==> src/rtl/ccsds123_sa_encoder_if.sv <==
// Interface between the residual source, the sample-adaptive encoder and the downstream bit packer.
// The master side drives residuals and consumes codewords. The encoder sits on the slave side.
interface ccsds123_sa_encoder_if #(
  parameter int D     = 16,
  parameter int UMAX  = 9,
  parameter int W_LEN = $clog2(UMAX + D + 1)
) ();

  logic [D-1:0]      res;
  logic              res_valid;
  logic [UMAX+D-1:0] code;
  logic [W_LEN-1:0]  code_len;
  logic              code_valid;
  logic              code_last;

  modport master (
    output res, res_valid,
    input  code, code_len, code_valid, code_last
  );

  modport slave (
    input  res, res_valid,
    output code, code_len, code_valid, code_last
  );

endinterface

==> src/rtl/ccsds123_sa_encoder.sv <==
// Sample-adaptive entropy coder for mapped prediction residuals arriving in BIP order.
// Each band keeps an accumulator (sigma) and a counter (gamma) that together choose the
// Golomb-power-of-two parameter k for that band.
// Stage 1 reads and updates the band state and latches k.
// Stage 2 builds the right-aligned codeword and its bit length.
module ccsds123_sa_encoder #(
  parameter int D             = 16,
  parameter int NX            = 4,
  parameter int NY            = 4,
  parameter int NZ            = 16,
  parameter int KZ_PRIME      = 8,
  parameter int COUNTER_SIZE  = 8,
  parameter int INITIAL_COUNT = 6,
  parameter int UMAX          = 9,
  parameter int W_LEN         = $clog2(UMAX + D + 1)
) (
  input  logic                   clk,
  input  logic                   aresetn,
  ccsds123_sa_encoder_if.slave   enc
);

  localparam int CW   = UMAX + D;
  localparam int NPIX = NX * NY;
  localparam int ZW   = (NZ > 1) ? $clog2(NZ) : 1;
  localparam int PW   = (NPIX > 1) ? $clog2(NPIX) : 1;
  localparam int SW   = COUNTER_SIZE + D;
  localparam int GW   = COUNTER_SIZE;
  localparam int KW   = $clog2(D);
  localparam int XW   = SW + 2;

  // Initial accumulator: floor((3*2^(K'+6) - 49) * 2^gamma0 / 2^7)
  localparam logic [63:0]   SIGMA_INIT_W = (((64'd3 << (KZ_PRIME + 6)) - 64'd49) *
                                            (64'd1 << INITIAL_COUNT)) >> 7;
  localparam logic [SW-1:0] SIGMA_INIT   = SIGMA_INIT_W[SW-1:0];
  localparam logic [GW-1:0] GAMMA_INIT   = GW'(1 << INITIAL_COUNT);
  localparam logic [GW-1:0] GAMMA_MAX    = {GW{1'b1}};

  // Per-band adaptive state; every band is rewritten on its first pixel, so no reset is needed
  logic [SW-1:0] sigma_mem [NZ];
  logic [GW-1:0] gamma_mem [NZ];

  logic [ZW-1:0] z_reg;
  logic [PW-1:0] pix_reg;

  logic          first;
  logic          last;
  logic [SW-1:0] sigma_rd;
  logic [SW-1:0] sigma_next;
  logic [GW-1:0] gamma_rd;
  logic [GW-1:0] gamma_next;
  logic [GW+5:0] g49;
  logic [XW-1:0] t_val;
  logic [XW-1:0] g_ext;
  logic [D-2:0]  fits;
  logic [KW-1:0] k_next;

  logic          v1_reg;
  logic [D-1:0]  d_reg;
  logic [KW-1:0] k_reg;
  logic          first_reg;
  logic          last_s1_reg;

  logic [D-1:0]     u_val;
  logic [D-1:0]     low_mask;
  logic [CW-1:0]    code_next;
  logic [W_LEN-1:0] len_next;

  logic [CW-1:0]    code_reg;
  logic [W_LEN-1:0] len_reg;
  logic             code_valid_reg;
  logic             code_last_reg;

  assign first    = (pix_reg == '0);
  assign last     = (z_reg == ZW'(NZ - 1)) && (pix_reg == PW'(NPIX - 1));
  assign sigma_rd = sigma_mem[z_reg];
  assign gamma_rd = gamma_mem[z_reg];

  // T = sigma + floor(49*gamma / 128); 49 < 64, so six extra bits hold the product
  assign g49   = {6'd0, gamma_rd} * (GW + 6)'(49);
  assign t_val = XW'(sigma_rd) + XW'(g49 >> 7);
  assign g_ext = XW'(gamma_rd);

  // One comparator per candidate k: gamma * 2^k <= T
  genvar gi;
  generate
    for (gi = 0; gi < D - 1; gi++) begin : g_fit
      assign fits[gi] = ((g_ext << gi) <= t_val);
    end
  endgenerate

  // Pick the largest fitting k; when 2*gamma > T (fits[1] low), k stays 0
  always_comb begin
    k_next = '0;
    if (fits[1]) begin
      for (int j = 1; j < D - 1; j++) begin
        if (fits[j]) k_next = KW'(j);
      end
    end
  end

  // New band state: initial values on the first pixel, otherwise accumulate or halve
  always_comb begin
    logic [SW:0] acc_sum;
    logic [GW:0] g_inc;
    acc_sum    = {1'b0, sigma_rd} + (SW + 1)'(enc.res);
    g_inc      = {1'b0, gamma_rd} + (GW + 1)'(1);
    sigma_next = SIGMA_INIT;
    gamma_next = GAMMA_INIT;
    if (!first) begin
      if (gamma_rd < GAMMA_MAX) begin
        sigma_next = acc_sum[SW-1:0];
        gamma_next = g_inc[GW-1:0];
      end else begin
        sigma_next = SW'((acc_sum + (SW + 1)'(1)) >> 1);
        gamma_next = g_inc[GW:1];
      end
    end
  end

  // Band/pixel position; both wrap to zero after the last sample of an image
  always_ff @(posedge clk or negedge aresetn) begin
    if (!aresetn) begin
      z_reg   <= '0;
      pix_reg <= '0;
    end else if (enc.res_valid) begin
      if (z_reg == ZW'(NZ - 1)) begin
        z_reg   <= '0;
        pix_reg <= last ? '0 : pix_reg + PW'(1);
      end else begin
        z_reg <= z_reg + ZW'(1);
      end
    end
  end

  // Band state write-back; it lands at the same edge, ahead of the next read of that band
  always_ff @(posedge clk) begin
    if (enc.res_valid && aresetn) begin
      sigma_mem[z_reg] <= sigma_next;
      gamma_mem[z_reg] <= gamma_next;
    end
  end

  // Stage 1 pipeline register: residual, chosen k and position flags
  always_ff @(posedge clk or negedge aresetn) begin
    if (!aresetn) begin
      v1_reg      <= 1'b0;
      d_reg       <= '0;
      k_reg       <= '0;
      first_reg   <= 1'b0;
      last_s1_reg <= 1'b0;
    end else begin
      v1_reg <= enc.res_valid;
      if (enc.res_valid) begin
        d_reg       <= enc.res;
        k_reg       <= k_next;
        first_reg   <= first;
        last_s1_reg <= last;
      end
    end
  end

  // Codeword formation: uncoded on first pixel, escape when the unary part reaches UMAX
  always_comb begin
    u_val     = d_reg >> k_reg;
    low_mask  = (D'(1) << k_reg) - D'(1);
    code_next = CW'(d_reg);
    len_next  = W_LEN'(D);
    if (!first_reg) begin
      if (u_val < D'(UMAX)) begin
        code_next = (CW'(1) << k_reg) | CW'(d_reg & low_mask);
        len_next  = W_LEN'(u_val) + W_LEN'(k_reg) + W_LEN'(1);
      end else begin
        len_next = W_LEN'(UMAX + D);
      end
    end
  end

  // Stage 2 output register
  always_ff @(posedge clk or negedge aresetn) begin
    if (!aresetn) begin
      code_reg       <= '0;
      len_reg        <= '0;
      code_valid_reg <= 1'b0;
      code_last_reg  <= 1'b0;
    end else begin
      code_valid_reg <= v1_reg;
      code_last_reg  <= v1_reg & last_s1_reg;
      if (v1_reg) begin
        code_reg <= code_next;
        len_reg  <= len_next;
      end
    end
  end

  assign enc.code       = code_reg;
  assign enc.code_len   = len_reg;
  assign enc.code_valid = code_valid_reg;
  assign enc.code_last  = code_last_reg;

endmodule

==> src/flat_wrapper.sv <==
// flat-port wrapper written by rule: the top's interface ports become plain ports
module ccsds123_sa_encoder_flat 
#(
  parameter int D             = 16,
  parameter int NX            = 4,
  parameter int NY            = 4,
  parameter int NZ            = 16,
  parameter int KZ_PRIME      = 8,
  parameter int COUNTER_SIZE  = 8,
  parameter int INITIAL_COUNT = 6,
  parameter int UMAX          = 9,
  parameter int W_LEN         = $clog2(UMAX + D + 1)
)
  (clk, aresetn, enc_res, enc_res_valid, enc_code, enc_code_len, enc_code_valid, enc_code_last);
  ccsds123_sa_encoder_if #(.D(D), .UMAX(UMAX), .W_LEN(W_LEN)) enc_i ();
  input  logic clk;
  input  logic aresetn;
  input wire logic [$bits(enc_i.res)-1:0] enc_res;
  input wire logic [$bits(enc_i.res_valid)-1:0] enc_res_valid;
  output wire logic [$bits(enc_i.code)-1:0] enc_code;
  output wire logic [$bits(enc_i.code_len)-1:0] enc_code_len;
  output wire logic [$bits(enc_i.code_valid)-1:0] enc_code_valid;
  output wire logic [$bits(enc_i.code_last)-1:0] enc_code_last;
  assign enc_i.res = enc_res;
  assign enc_i.res_valid = enc_res_valid;
  assign enc_code = enc_i.code;
  assign enc_code_len = enc_i.code_len;
  assign enc_code_valid = enc_i.code_valid;
  assign enc_code_last = enc_i.code_last;
  ccsds123_sa_encoder #(.D(D), .NX(NX), .NY(NY), .NZ(NZ), .KZ_PRIME(KZ_PRIME), .COUNTER_SIZE(COUNTER_SIZE), .INITIAL_COUNT(INITIAL_COUNT), .UMAX(UMAX), .W_LEN(W_LEN)) u_core (.clk(clk), .aresetn(aresetn), .enc(enc_i));
endmodule
==> config.mk <==
export PLATFORM = sky130hd
export DESIGN_NAME = ccsds123_sa_encoder_flat
export DESIGN_NICKNAME = d
export VERILOG_FILES = /design/src/rtl/ccsds123_sa_encoder_if.sv /design/src/rtl/ccsds123_sa_encoder.sv /design/src/flat_wrapper.sv
export SDC_FILE = /design/constraint.sdc
export NUM_CORES = 1
export LEC_CHECK = 0
export CORE_ASPECT_RATIO = 1.1
export CORE_MARGIN = 3
export CORE_UTILIZATION = 65
export CTS_CLUSTER_SIZE = 8
export DETAILED_ROUTE_END_ITERATION = 10
export PLACE_DENSITY = 0.87
export SLEW_MARGIN = 20
export SYNTH_ARGS = -nofsm -noshare
export SYNTH_HDL_FRONTEND = slang
export SYNTH_SLANG_ARGS = --single-unit
==> constraint.sdc <==
create_clock -name clk -period 18.8 [get_ports clk]
set_clock_uncertainty 0.2 [all_clocks]
set_input_delay 5.64 -clock clk [delete_from_list [all_inputs] [get_ports clk]]
set_output_delay 5.64 -clock clk [all_outputs]
set_load 0.01 [all_outputs]
# Word level (Yosys, flattened, before mapping)
# Memories as Yosys holds them, arrays and structs flattened.
# Index checks and enable logic that the tools add are counted.
# op_classes
n_addsub,9
n_mul,1
n_lt_le_gt_ge,16
eq_ne,2
shifts,3
muxes,26
bitwise,3
n_reduce_logical,4
# ops
operator,count
$mux W4,15
$mux W25,2
$mux W24,2
$le A10 B26 Y1,1
$le A11 B26 Y1,1
$le A12 B26 Y1,1
$le A13 B26 Y1,1
$le A14 B26 Y1,1
$le A15 B26 Y1,1
$le A16 B26 Y1,1
$le A17 B26 Y1,1
$le A18 B26 Y1,1
$le A19 B26 Y1,1
$le A20 B26 Y1,1
$le A21 B26 Y1,1
$le A22 B26 Y1,1
$le A9 B26 Y1,1
$add A24 B16 Y25,1
$add A24 B7 Y25,1
$add A25 B1 Y25 const B,1
$or A25 B25 Y25,1
$shl A1 B4 Y25 const A,1
$and A16 B16 Y16,1
$lt A16 B4 Y1 const B,1
other kinds (18),24
# word_totals
reg_bits,63
ramBits,512
input_bits,19
out_inout_bits,32
word_cells,77
n_memories,2
# mem_list
memory,depth,width,read_ports,rd_clocked_by_memory_dff,write_ports,line,text
u_core.sigma_mem,16,24,1,0,1,ccsds123_sa_encoder.sv:39,logic [SW-1:0] sigma_mem [NZ];
u_core.gamma_mem,16,8,1,0,1,ccsds123_sa_encoder.sv:40,logic [GW-1:0] gamma_mem [NZ];

# Longest topological paths before layout
# Gate-level depths: netlist of the first run.
# An unclocked memory read counts as a cell.
# logic_depth
ltp_word,18
ltp_mapped,40
depth_no_buf,35

# Worst setup path after synthesis of the first run
# No wires, ideal clock.
# synth_path
kind,input to register
from,in enc_res[0]
to,mem u_core.sigma_mem[0][18] (netlist bit) (data pin)
setup_time_ps,302
t_arrival_ps,9537
t_required_ps,18298
path_slack_ps,8761
cell_stages,13
n_path_buf,0
path_cell_list,ha_1 fa_1 a21o_1 a21oi_1 o21ai_0 and3b_1 o41ai_2 o21ai_1 a211oi_1 or3b_2 or3_1 or3_1 a31oi_1
# synth_between
elab_chain_cells,4
# synth_rtl
item,line,text
from (decl),flat_wrapper.sv:18,input wire logic [$bits(enc_i.res)-1:0] enc_res;
$add A24 B16 Y25 (*),ccsds123_sa_encoder.sv:105,"acc_sum = {1'b0, sigma_rd} + (SW + 1)'(enc.res);"
$add A25 B1 Y25,ccsds123_sa_encoder.sv:114,sigma_next = SW'((acc_sum + (SW + 1)'(1)) >> 1);
$mux W24 (*),ccsds123_sa_encoder.sv:110,if (gamma_rd < GAMMA_MAX) begin
$mux W24 (*),ccsds123_sa_encoder.sv:109,if (!first) begin
via u_core.sigma_next[18],ccsds123_sa_encoder.sv:48,logic [SW-1:0] sigma_next;
to (decl),ccsds123_sa_encoder.sv:39,
# The timed path passes the listed nets; every way through them passes the cells marked *.

# Worst setup path in the final report of the first run
# layout_path
from,reg u_core.z_reg[0]
to,reg u_core.k_reg[3]
# layout_between
elab_chain_cells,16
word_cells_on_any_way,28
# layout_rtl
item,line,text
from (decl),ccsds123_sa_encoder.sv:42,logic [ZW-1:0] z_reg;
from (signal assigned),ccsds123_sa_encoder.sv:130,z_reg <= z_reg + ZW'(1);
$mem_v2 Z16 W8,-,
$mul A8 B6 Y14,ccsds123_sa_encoder.sv:79,"assign g49 = {6'd0, gamma_rd} * (GW + 6)'(49);"
$add A24 B7 Y25,ccsds123_sa_encoder.sv:80,assign t_val = XW'(sigma_rd) + XW'(g49 >> 7);
$le A12 B26 Y1,ccsds123_sa_encoder.sv:87,assign fits[gi] = ((g_ext << gi) <= t_val);
$mux W4 (11 in a row),ccsds123_sa_encoder.sv:96,if (fits[j]) k_next = KW'(j);
$mux W4 (*),ccsds123_sa_encoder.sv:94,if (fits[1]) begin
to (signal assigned),ccsds123_sa_encoder.sv:155,k_reg <= k_next;
to (decl),ccsds123_sa_encoder.sv:59,logic [KW-1:0] k_reg;
# Mark *: on every way between the ends. The rest lies on a longest branch, timed or not.
# A chain may end at the register's enable or synchronous reset.

==> flow_metrics.py, run 1 <==
metrics = {
    "run_status": {
        "status": "complete, no violations",
    },
    "critical_path": {
        "slowest_stage": "dfrtp_4",
        "worstPathRequired_ns": 19.11,
        "cpPeakStageDelay_ns": 0.86,
        "critical_path_class": "flip-flop to flip-flop",
        "critPathLaunch": "u_core.z_reg[0]",
        "crit_path_max_fanout": 36,
        "startpoint_type": "flip-flop",
        "r2r-start": "u_core.z_reg[0]",
        "critPathCaptureType": "flip-flop",
        "cpMostUsedCell": "a21o_1",
        "cp.arrival_ns": 11.99,
    },
    "finish": {
        "layout_common_cells": "edfxtp_1, ha_1, mux4_2",
        "top_register": "u_core.sigma_mem",
        "drive_above_1_share": 0.184,
        "top_regs": "u_core.sigma_mem: 384 flops, u_core.gamma_mem: 128 flops",
        "nNetsFinal": 2262,
        "antenna_cells": 0,
        "syn_to_final_growth_pct": 11.9,
        "largest_reg_flops": 384,
        "final_common_cell": "edfxtp_1",
        "final_util": 0.743,
    },
    "timing": {
        "setup_viol": 0,
        "whs_ns": 0.309,
        "maxSlewHeadroom": 0.204,
        "rsz0062_at_grt": "no",
        "tightest_slew_ns": 1.19,
        "drv_slew": 0,
        "max_freq_mhz": 85.6,
        "min_period_ns": 11.68,
        "setup_ws_ns": 7.12,
        "fin_crit_sh": 0.621,
        "finalHoldViolCount": 0,
        "tns_ns": 0,
    },
    "detailed_routing": {
        "drtIter0Drc": 2855,
        "avgViaCountPerCell": 7.44,
        "routedWlPerCell_um": 31.6,
        "dr.pass1.iters": 6,
        "remaining_drc_errors": 0,
        "finalWirelength_mm": 84.9,
        "final_antenna_net_count": 0,
        "vias": 20000,
    },
    "clock_network": {
        "clkSinkCount": 566,
        "clock_path_buffers": 3,
        "hold_buffers": 0,
        "cts_root_buf": "clkbuf_16",
        "cts-buffers-inserted": 81,
        "cts.clk_slew.worst_paths_ns": 0.05,
        "cts-resized-gates": 0,
        "cts_tree": "yes",
        "post_cts_buffers": 0,
        "htreeDepth": 3,
        "clock_latency_ns": 0.62,
    },
    "placed_design": {
        "dp_hpwl_mm": 47.5,
        "place_ws_ns": 7.44,
        "io_buffers": 41,
        "gp_congestion": 0.925,
    },
    "global_route": {
        "grt_pass1_vias": 20300,
        "grt_usage": 0.360,
        "grt_first_pass_wirelength_mm": 128,
        "antenna_found_initial": 1,
        "grt_max_degree": 58,
        "grt-ovfl-total": 0,
    },
    "synthesis": {
        "synth-async-reset-ratio": 0.0954,
        "syn-instance-count": 1989,
        "yosysUniqueCellTypes": 100,
        "syn_area_per_cell_um2": 14.6,
        "ys_seq_elements": 566,
        "synth_edf_count": 512,
        "netlist_area_um2": 29100,
        "yosys_warnings": 0,
        "ys_seq_area_frac": 0.575,
        "synth_ff_type": "edfxtp_1",
    },
    "floorplanning": {
        "die_y_um": 228,
        "io_pins": 51,
        "die_x_um": 208,
        "rows": 80,
        "die_area_um2": 47400,
        "core_region_area_um2": 43800,
        "start_util": 0.664,
    },
    "min_path": {
        "hold_class": "flip-flop to flip-flop",
        "hp-start": "u_core.enc.code[10]",
    },
    "run": {
        "drv_cap": 0,
    },
}
-- cell usage after synthesis, drive strengths merged, types with 38 or more instances --
library cell	count	area [um2]
a21o	54	405
ha	157	1960
mux4	150	3410
nor2	101	387
dfrtp	54	1350
nand2	117	449
edfxtp	512	15400
o21ai	73	373
buf	51	404
a21oi	89	445
xnor2	48	443
nand3	45	230
a22oi	38	285
clkbuf	45	170
inv	43	161
-- worst max-delay path: cells and delay by family (launching register included) --
kind | cells | cell delay [ns]
XOR/XNOR | 3 | 0.88
buffers and inverters | 3 | 1.70
AND/OR/NAND/NOR | 5 | 1.02
flip-flops | 1 | 0.86
multiplexers | 2 | 1.40
adder cells (fa/ha/maj) | 6 | 2.29
AO/OA/AOI/OAI | 16 | 3.10
-- logic make-up (layout without fill, tap and decap cells) --
group,Yosys count,count (layout),synth area share
flops,566,566,0.575
simple gates,444,444,0.0774
compound gates,403,403,0.0930
mux,190,190,0.132
fa+ha+maj,168,168,0.0730
buf+inv,142,260,0.0258
xor+xnor,75,75,0.0238
other cells,1,9,0.000129
-- worst paths after layout --
kind                                  endpoint  depth (start not counted)  slack [ns]
hold / removal             u_core.enc.code[10]                          1        0.31
max in group asynchronous      u_core.z_reg[0]                          2       12.74
min in group asynchronous      u_core.d_reg[9]                          2        5.12
setup reg to reg               u_core.k_reg[3]                         35        7.12
hold reg to reg            u_core.enc.code[10]                          1        0.31
setup / recovery               u_core.k_reg[3]                         35        7.12
-- per-stage QoR --
| stage | instance area (um2) | cells |
|---|---|---|
| finish | 32600 | 2689 |
| global route | 32600 | 2689 |
| CTS | 32500 | 2685 |
| detailed placement | 30200 | 2568 |
| global placement | 30200 | 2568 |
| floorplan | 29100 | 1997 |
-- area by class of cell --
| type | count | area [um2] |
|---|---|---|
| Sequential cell | 566 | 16700 |
| Tap cell | 574 | 718 |
| Clock buffer | 108 | 2130 |
| Clock inverter | 9 | 144 |
| Fill cell | 2518 | 11300 |
| Multi-Input combinational cell | 1289 | 11800 |
| Timing Repair Buffer | 98 | 833 |
| Inverter | 45 | 169 |
-- metal layers --
| layer | wire length [um] | track usage | up-vias |
|---|---|---|---|
| met5 | 13 | 0 | - |
| met2 | 40300 | 0.565 | 1631 |
| met3 | 10100 | 0.0919 | 391 |
| met4 | 5150 | 0.199 | 2 |
| met1 | 29300 | 0.466 | 9862 |
| li1 | - | - | 8119 |
Power of run 1 is left out: the tool's default activity adds up to more than one toggle a clock period on the data nets, which glitch-free logic cannot reach.
==> inputs of run 2 (changes only) <==
- CORE_UTILIZATION: 65 -> 63
- PLACE_DENSITY: 0.87 -> 0.84
- clock period: 18.8 -> 11.8 ns (I/O delays scaled with it)
==> run 2 against run 1 <==
Compared with the run above: hold slack improved by 0.00073 ns; critical path type unchanged; critical path depth did not move; first-iteration DRC count fell by 8.9%; sequential share of layout area barely moved; non-clock buffer count rose by 1; fmax rose by 11%.
==> flow_metrics.py, run 2 (synthesized netlist as in run 1, its figures left out) <==
metrics = {
    "detailed_routing": {
        "dr.pass1.iters": 6,
        "remaining_drc_errors": 0,
        "final_antenna_net_count": 0,
        "drtIter0Drc": 2601,
        "finalWirelength_mm": 79.7,
        "vias": 19300,
        "avgViaCountPerCell": 7.19,
        "routedWlPerCell_um": 29.7,
    },
    "finish": {
        "drive_above_1_share": 0.186,
        "multi_input_area_um2": 11800,
        "fillers": 2648,
        "top_regs": "u_core.sigma_mem: 384 flops, u_core.gamma_mem: 128 flops",
        "layout_common_cells": "edfxtp_1, ha_1, mux4_2",
        "final_common_cell": "edfxtp_1",
        "syn_to_final_growth_pct": 11.9,
        "antenna_cells": 0,
        "regArea_um2": 16700,
        "top_register": "u_core.sigma_mem",
        "largest_reg_flops": 384,
        "nNetsFinal": 2263,
    },
    "timing": {
        "max_freq_mhz": 95.3,
        "fin_crit_sh": 0.889,
        "maxSlewHeadroom": 0.221,
        "setup_viol": 0,
        "drv_slew": 0,
        "finalHoldViolCount": 0,
        "tightest_slew_ns": 1.17,
        "rsz0062_at_grt": "no",
        "tns_ns": 0,
        "min_period_ns": 10.49,
    },
    "global_route": {
        "grt_pass1_vias": 19800,
        "antenna_found_initial": 0,
        "grt_max_degree": 73,
        "grt_usage": 0.334,
        "grt_first_pass_wirelength_mm": 121,
        "grt-ovfl-total": 0,
    },
    "placed_design": {
        "dp_hpwl_mm": 46.6,
        "gp_congestion": 0.925,
        "io_buffers": 41,
    },
    "floorplanning": {
        "core_region_area_um2": 45100,
        "die_y_um": 231,
        "io_pins": 51,
        "start_util": 0.645,
        "die_area_um2": 48800,
        "die_x_um": 211,
        "rows": 81,
    },
    "critical_path": {
        "startpoint_type": "flip-flop",
        "critPathCaptureType": "flip-flop",
        "rr_worst_depth": 35,
        "cp.arrival_ns": 10.76,
        "ff2ff_setup_slack_ns": 1.31,
        "critPathLaunch": "u_core.z_reg[1]",
        "crit_path_max_fanout": 72,
        "slowest_stage": "dfrtp_4",
        "r2r-start": "u_core.z_reg[1]",
        "r2r-end": "u_core.k_reg[0]",
        "cpPeakStageDelay_ns": 1.15,
        "worstPathRequired_ns": 12.07,
        "endpoint": "u_core.k_reg[0]",
        "cpMostUsedCell": "a21o_1",
        "critical_path_class": "flip-flop to flip-flop",
    },
    "clock_network": {
        "cts-buffers-inserted": 81,
        "htreeDepth": 3,
        "cts-resized-gates": 0,
        "clock_path_buffers": 3,
        "hold_buffers": 0,
        "cts_root_buf": "clkbuf_16",
        "cts.clk_slew.worst_paths_ns": 0.05,
        "clkSinkCount": 566,
        "post_cts_buffers": 0,
        "clock_latency_ns": 0.62,
        "cts_tree": "yes",
    },
    "run": {
        "drv_cap": 0,
    },
    "min_path": {
        "hold_class": "flip-flop to flip-flop",
    },
    "run_status": {
        "status": "complete, no violations",
    },
}
[run 2: cell types whose count changed in the layout (fill, tap and decap cells not counted), sizes merged]
cell / delta
buf: +2
bufinv: +1
clkbuf: -13
clkinv: -3
[run 2: layout make-up]
type / count / area share
Timing Repair Buffer: 99 / 0.0259
Multi-Input combinational cell: 1289 / 0.364
Clock inverter: 7 / 0.00319
Clock buffer: 96 / 0.0659
Sequential cell: 566 / 0.514
Inverter: 45 / 0.00519
Tap cell: 581 / 0.0223
[run 2: routing by layer]
layer,global-route usage,up-vias,share of wire
met5,0,-,0
met4,0.169,0,0.054
met3,0.0740,323,0.11
met2,0.540,1372,0.48
met1,0.431,9487,0.36
li1,-,8099,-
[run 2: per-stage QoR]
step / instance area [um2] / setup WS, ns / cells / hold slack, ns / utilization
floorplan: 29100 / 3.08 / 1997 / 0.223 / -
global placement: 30200 / 2.03 / 2576 / 0.283 / 0.670
detailed placement: 30200 / 1.81 / 2577 / 0.299 / 0.670
CTS: 32500 / 1.66 / 2680 / 0.313 / 0.720
global route: 32600 / 0.703 / 2683 / 0.331 / 0.722
finish: 32600 / 1.31 / 2683 / 0.309 / 0.722
[run 2: worst min path at each step]
stage                                        to          startpoint  slack (ns)  depth (start not counted)
after floorplan           u_core.enc.code_valid       u_core.v1_reg        0.22                          0
after global placement        u_core.pix_reg[3]   u_core.pix_reg[3]        0.28                          1
after detailed placement   u_core.enc.code_last  u_core.last_s1_reg        0.30                          1
after CTS                  u_core.enc.code_last  u_core.last_s1_reg        0.31                          1
after global routing       u_core.enc.code_last  u_core.last_s1_reg        0.33                          1
final                      u_core.enc.code_last  u_core.last_s1_reg        0.31                          1
[run 2: critical path: cells and delay by family (launching register included)]
family	cells	cell delay, ns
AOI/OAI and AO/OA	18	3.55
xor gates and xnor gates	2	0.54
adders and majority gates	6	2.22
buffers and inverters	3	1.17
DFF	1	1.15
muxes	1	0.42
and+or+nand+nor	5	1.01
Power of run 2 is left out for the same reason.
